$ cat src/rtl/seg_pkg.sv
// Shared constants and helpers for the multiplexed seven-segment scanner.
package seg_pkg;

    localparam int         NUM_DIGITS = 4;
    localparam logic [3:0] BLANK_CODE = 4'hE;
    localparam logic [3:0] ANODES_OFF = 4'b1111;

    typedef logic [1:0] digit_idx_t;

    // Active-low one-hot anode pattern for the selected digit.
    function automatic logic [3:0] anode_for(input digit_idx_t idx);
        return ~(4'b0001 << idx);
    endfunction

endpackage

$ cat src/rtl/seg_scan_mux_tick_gen.sv
// Prescaler counting 0..DIV-1; tick is a registered flag high while the count is DIV-1.
module tick_gen #(
    parameter int DIV = 50000
) (
    input  logic clk,
    input  logic rst,
    output logic tick
);

    localparam int            CW   = $clog2(DIV);
    localparam logic [CW-1:0] LAST = CW'(DIV - 1);

    logic [CW-1:0] cnt_q;
    logic [CW-1:0] cnt_d;
    logic          tick_q;

    always_comb begin
        cnt_d = (cnt_q == LAST) ? '0 : cnt_q + 1'b1;
    end

    // Registering the comparison against the next count keeps tick aligned with count DIV-1.
    always_ff @(posedge clk) begin
        if (rst) begin
            cnt_q  <= '0;
            tick_q <= 1'b0;
        end else begin
            cnt_q  <= cnt_d;
            tick_q <= (cnt_d == LAST);
        end
    end

    assign tick = tick_q;

endmodule

$ cat src/rtl/seg_scan_mux.sv
// Four-digit hex display scanner: hold register, digit rotation, ghost guard and
// leading-zero blanking, all outputs registered with one cycle of latency.
module seg_scan_mux
    import seg_pkg::*;
#(
    parameter int          REFRESH_DIV   = 50000,
    parameter logic [15:0] LOAD_ON_RESET = 16'h0000
) (
    input  logic        clk,
    input  logic        rst,
    input  logic [15:0] value_in,
    input  logic        load,
    input  logic        blank_lz,
    output logic [3:0]  digit_hex,
    output logic [3:0]  an,
    output logic        scan_tick
);

    logic [15:0]           hold_q;
    logic [15:0]           hold_d;
    digit_idx_t            index_q;
    digit_idx_t            index_d;
    logic                  adv_q;
    logic                  tick;
    logic [3:0]            an_q;
    logic [3:0]            an_d;
    logic [3:0]            digit_q;
    logic [3:0]            digit_d;
    logic [3:0]            nibble [NUM_DIGITS];
    logic [NUM_DIGITS-1:0] blank_flag;

    tick_gen #(
        .DIV (REFRESH_DIV)
    ) u_tick_gen (
        .clk  (clk),
        .rst  (rst),
        .tick (tick)
    );

    // A digit is a leading zero when it and every more significant nibble are zero.
    generate
        for (genvar gi = 0; gi < NUM_DIGITS; gi++) begin : g_digit
            assign nibble[gi] = hold_q[4*gi +: 4];
            if (gi == 0) begin : g_lsd
                assign blank_flag[gi] = 1'b0;
            end else begin : g_upper
                assign blank_flag[gi] = blank_lz && (hold_q[15:4*gi] == '0);
            end
        end
    endgenerate

    always_comb begin
        hold_d  = load ? value_in : hold_q;
        index_d = tick ? index_q + 1'b1 : index_q;
        digit_d = blank_flag[index_q] ? BLANK_CODE : nibble[index_q];
        an_d    = adv_q ? ANODES_OFF : anode_for(index_q);
    end

    // adv_q marks the first cycle of a new slot so its output cycle is dark.
    always_ff @(posedge clk) begin
        if (rst) begin
            hold_q  <= LOAD_ON_RESET;
            index_q <= '0;
            adv_q   <= 1'b0;
            an_q    <= ANODES_OFF;
            digit_q <= 4'h0;
        end else begin
            hold_q  <= hold_d;
            index_q <= index_d;
            adv_q   <= tick;
            an_q    <= an_d;
            digit_q <= digit_d;
        end
    end

    assign digit_hex = digit_q;
    assign an        = an_q;
    assign scan_tick = tick;

endmodule
$ cat config.mk
export PLATFORM = sky130hd
export DESIGN_NAME = seg_scan_mux
export DESIGN_NICKNAME = d
export VERILOG_FILES = /design/src/rtl/seg_pkg.sv /design/src/rtl/seg_scan_mux_tick_gen.sv /design/src/rtl/seg_scan_mux.sv
export SDC_FILE = /design/constraint.sdc
export NUM_CORES = 1
export LEC_CHECK = 0
export ABC_AREA = 1
export CAP_MARGIN = 20
export CORE_UTILIZATION = 39
export CTS_BUF_LIST = sky130_fd_sc_hd__clkbuf_8
export CTS_CLUSTER_SIZE = 12
export DETAILED_ROUTE_END_ITERATION = 10
export GPL_TIMING_DRIVEN = 0
export REMOVE_ABC_BUFFERS = 1
export SLEW_MARGIN = 20
export SYNTH_ARGS = -nofsm -noshare
export SYNTH_HDL_FRONTEND = slang
export SYNTH_HIERARCHICAL = 1
export SYNTH_SLANG_ARGS = --single-unit
export TNS_END_PERCENT = 5
$ cat constraint.sdc
create_clock -name clk -period 2.5 [get_ports clk]
set_input_delay 0.625 -clock clk [delete_from_list [all_inputs] [get_ports clk]]
set_output_delay 0.625 -clock clk [all_outputs]
set_load 0.02 [all_outputs]
Yosys cells after proc, flatten, opt, wreduce, memory -nomap -nowiden:

Index checks and enable logic that the tools add are counted.

* memories kept: 0
* input port bits: 20
* logic and storage cells: 32
* bits in read-only memories: 0
* output and inout bits: 9
* RAM bits: 0
* register bits after elaboration: 44
* bits in latches: 0

* equality and inequality tests: 2
* reductions and logical operators: 8
* shift-type cells: 1
* bitwise logic cells: 2
* order comparisons: 2
* $mul: 0
* mux-type cells: 7
* divide/modulo/power cells: 0
* add/subtract/negate cells: 2

Operator list (number)
* equality test 16 bit, second input constant: 2
* adder 16 x 1 -> 16 bit, second input constant: 1
* 2-to-1 mux 16 bit: 1
* zero test 12 bit: 1
* 2-to-1 mux 4 bit: 3
* binary-select mux 4 bit (select 2 bit): 1
* zero test 8 bit: 1
* zero test 4 bit: 1
* inverter 4 bit: 1
* OR reduction 2 bit: 2
* left shift 1 x 2 -> 4 bit, first input constant: 1
* greater-or-equal comparator 3 bit, second input constant: 1
* logical AND 1 bit: 3
* < comparator 2 x 3 -> 1 bit, second input constant: 1
* inverter 2 -> 3 bit: 1
* adder 2 x 1 -> 2 bit, second input constant: 1
* binary-select mux 1 bit (select 2 bit): 1
* 2-to-1 mux 1 bit: 1

Longest topological paths before layout:

* depth in word-level cells: 5
* gate-level depth with buffers: 12
* mapped depth without buffers: 12

By module:

Netlist, hierarchy kept.

By module, submodules not included
* seg_scan_mux: cells each 136, area each 1073.5 um^2, seq. area each 540.5 um^2, times used 1
* tick_gen: cells each 168, area each 1033.5 um^2, seq. area each 340.3 um^2, times used 1

Worst setup path before layout:

No wires, ideal clock.

* path type: reg-to-reg
* start: reg u_tick_gen.cnt_q[0]
* end: reg u_tick_gen.tick_q, in the netlist u_tick_gen/tick
* slack: 1119 ps
* period minus slack after synthesis: 1381 ps
* arrival: 1270 ps
* library setup time: 112 ps
* buffers on the path: 0
* stages on the path, launching flop included: 11
* required time: 2388 ps
* cell sequence: dfxtp_1 ha_1 nand3_2 inv_4 nand2_1 nor2_1 nor2_1 nand3_1 nor2_1 nand2_1 nor2_2

* word-level cells in the longest chain between the ends: 3
* elaborated cells on any way between the ends: 4
* those cells by class: add/sub (1); eq/ne (2); mux (1)

Ends and longest elaborated chain
* from (decl): RTL line seg_scan_mux_tick_gen.sv:13 `logic [CW-1:0] cnt_q;`
* from (signal assigned): RTL line seg_scan_mux_tick_gen.sv:27 `cnt_q <= cnt_d;`
* adder 16 x 1 -> 16 bit or equality test 16 bit (tied branches): RTL line seg_scan_mux_tick_gen.sv:18 `cnt_d = (cnt_q == LAST) ? '0 : cnt_q + 1'b1;`
* 2-to-1 mux 16 bit (*): RTL line seg_scan_mux_tick_gen.sv:18
* equality test 16 bit (*): RTL line seg_scan_mux_tick_gen.sv:28 `tick_q <= (cnt_d == LAST);`
* to (signal assigned): RTL line seg_scan_mux_tick_gen.sv:28
* to (decl): RTL line seg_scan_mux_tick_gen.sv:15 `logic tick_q;`

Mark *: on every way between the ends. The rest lies on a longest branch, timed or not.
A chain may end at the register's enable or synchronous reset.

Worst setup path in the final report:

* start: reg u_tick_gen.tick_q, in the netlist u_tick_gen/tick
* end: out scan_tick

RTL lines
* to (decl): RTL line seg_scan_mux.sv:16 `output logic scan_tick`

No word-level cell between the ends.

==> results.cfg <==
[drt]
ant_nets = 0
avgViaCountPerCell = 4.638
route.detailed.wl_per_inst_um = 10.98
vias = 1869
drtPass1Iterations = 4
drc = 0
drt_wl_total_um = 4423
drt-initial-drc-count = 126

[power_and_ir_drop]
leakagePower_nw = 1.016
p_per_area_mw_per_mm2 = 507.2
peakVddDrop_mv = 0.2292

[floorplan]
die_w_um = 75.50
die-area_mm2 = 0.005700
io_pins = 29
initial_core_util_pct = 40.99
die_h_um = 75.50
core-area_mm2 = 0.005140
num_rows = 26

[timing]
slew_headroom_pct = 53.31
drv_slew = 0
whs_ps = 460.0
setup_viol = 0
worstMarginPinSlew_ps = 700.4
timing.final.hold_violations = 0
finalCriticalPeriod_ps = 1903
period_share_pct = 76.14
fin_setup_tns_ps = 0
finClkSkew_ps = 5.653
rsz0062_at_grt = no
fmax_ghz = 0.5254

[cts]
cts_buffers = 5
cts_tree = built
clkSinkCount = 44
path_clk_slew_ps = 90
ctsHoldBuffers = 0
insertion_delay_ps = 290
clk_path_buf_depth = 2
htreeDepth = 2
cts_resized = 0
post_cts.repair.setup_buffers = 0
cts-root-buf = clkbuf_8

[min_path]
hp-class = flip-flop to flip-flop
worstHoldStart = adv_q
hold_path_end = an[3]
holdPathStages = 2

[setup_path]
path_cells = clkdlybuf4s50_1
cp-end-kind = output port
path_buf_inv = 1
reg2reg_slack_ps = 810
slowest_delay_ps = 620
rr_startpoint = u_tick_gen/cnt_q[0]
cp_max_fo = 3
critPathTopFamily = buffers and inverters
cp.required_ps = 1880
r2r-end = u_tick_gen/tick
critPathKind = flip-flop to output port
cp-start-kind = flip-flop
arrival_ps = 1280
r2r_cells = 10
cp_slowest_cell = clkdlybuf4s50_1

[global_route]
grt_usage_pct = 17.04
gr-usage-met1_pct = 25.73
antenna_found_initial = 0
grt.busiest_layer = met1
grt_pass1_wl_um = 7410
use_met3_pct = 3.968
gr-total-overflow = 0
grt_use_met2_pct = 24.80
grt_pass1_vias = 1645
grt_max_degree = 38

[run]
cap_violations = 0

[final_layout]
num-fill-cells = 560
area_growth_pct = 19.77
diodes = 0
nets = 357
drive_above_1_share_pct = 8.709

[synthesis]
synthTopCellsByArea = dfxtp_1 (42%), nand2_1 (14%), nor2_1 (9.8%), inv_1 (5.7%), a21oi_1 (4.3%)
syn_inst = 304
syn_avg_cell_area_um2 = 6.931
synth_top_area_share_pct = 41.81
synth.distinct_cells = 28
syn_area_mm2 = 0.002107
ys_ff_latch = 44
yosysWarnings = 6
yosys.area.top_type = dfxtp_1
seq_area_frac_synth_pct = 41.81

[place]
port_buffers = 28
gp_congestion = 0.8897
place_hpwl_um = 3323

[outcome]
outcome = complete, no violations
[metrics by stage]
step	std cells	power [W]	util (%)	worst slack (ps)	area [µm²]
floorplan	297	0.0008005	-	1119	2073
CTS	403	0.001305	49.10	567.7	2524
finish	403	0.001280	49.10	596.6	2524
detailed placement	395	0.0008605	47.40	523.5	2436
global placement	395	0.0008604	47.49	-366.2	2441
global route	403	0.001350	49.10	511.5	2524
[flip-flops by register name (all words and copies together) (netlist names)]
register	flops
adv_q	1
an	4
digit_hex	4
index_q	2
u_tick_gen/tick	1
hold_q	16
u_tick_gen/cnt_q	16
[final cells by class]
type | count | area (µm²) | share of cell area [%]
Inverter | 36 | 137.6 | 5.454
Clock inverter | 3 | 18.77 | 0.7437
Timing Repair Buffer | 28 | 275.3 | 10.91
Clock buffer | 5 | 68.82 | 2.727
Multi-Input combinational cell | 217 | 1055 | 41.79
Tap cell | 70 | 87.58 | 3.471
Sequential cell | 44 | 880.8 | 34.90
[per-layer routing]
metal,part of all wire (%),routed length (µm)
met5,0,0
met4,0,0
met3,2.8,126
met2,42,1837
met1,56,2459
[placed cells by master (no fill, tap or decap), types with 3 or more instances in the layout]
master,netlist,routed
nor3_1,3,3
o21ai_0,7,7
nand3_1,16,16
clkbuf_8,0,5
clkdlybuf4s50_1,0,27
nor2_2,3,3
nand2_1,77,77
inv_2,3,3
nor2_1,55,55
ha_1,5,5
nand3_2,3,3
a21oi_1,18,18
dfxtp_1,44,44
inv_1,32,32
xor2_1,4,4
nand4_1,4,4
nand2_2,5,5
a211oi_1,8,8
[power breakdown]
part / internal, W / total [W] / switching [W]
Sequential: 0.000723 / 0.000736 / 0.0000129
Clock: 0.000195 / 0.000437 / 0.000242
Combinational: 0.0000525 / 0.000107 / 0.0000542
Total: 0.000971 / 0.00128 / 0.000309
[worst min-delay path, delay by kind of cell, from the launching register on]
family           cells  cell delay, ps
DFF                  1             320
and+or+nand+nor      2             130
[cell families (layout without fill, tap and decap cells)]
logic type | after synthesis | after routing | synth area share (%)
fa+ha+maj | 5 | 5 | 2.969
xor+xnor | 4 | 4 | 1.663
buf+inv | 43 | 72 | 8.136
flops | 44 | 44 | 41.80
simple gates | 171 | 171 | 35.15
compound gates | 37 | 37 | 10.27
[Yosys cell counts]
library cell and n:
a21oi_1 18, xor2_1 4, clkbuf_1 3, nand2_2 5
nand4_1 4, or2_2 1, nor3_2 1, o211ai_1 1
inv_1 32, nor3_1 3, nand2_1 77, buf_4 1
nor2_1 55, nor4_1 1, buf_2 3, nor2_2 3
o21ai_1 1, nand3_1 16, inv_2 3, inv_4 1
o31ai_1 1, dfxtp_1 44, nand3_2 3, ha_1 5
a211oi_1 8, nor2_4 2, o21bai_2 1, o21ai_0 7
[worst max path at each step]
stage                                  to           startpoint  cells after the start  slack (ps)
final                           scan_tick      u_tick_gen/tick                      1         600
after global routing            scan_tick      u_tick_gen/tick                      1         510
after global placement    u_tick_gen/tick                  rst                      8        -370
after CTS                       scan_tick      u_tick_gen/tick                      1         570
after floorplan           u_tick_gen/tick  u_tick_gen/cnt_q[0]                     10        1120
after detailed placement        hold_q[2]                 load                      4         520
Power figures use the tool's default switching activity.
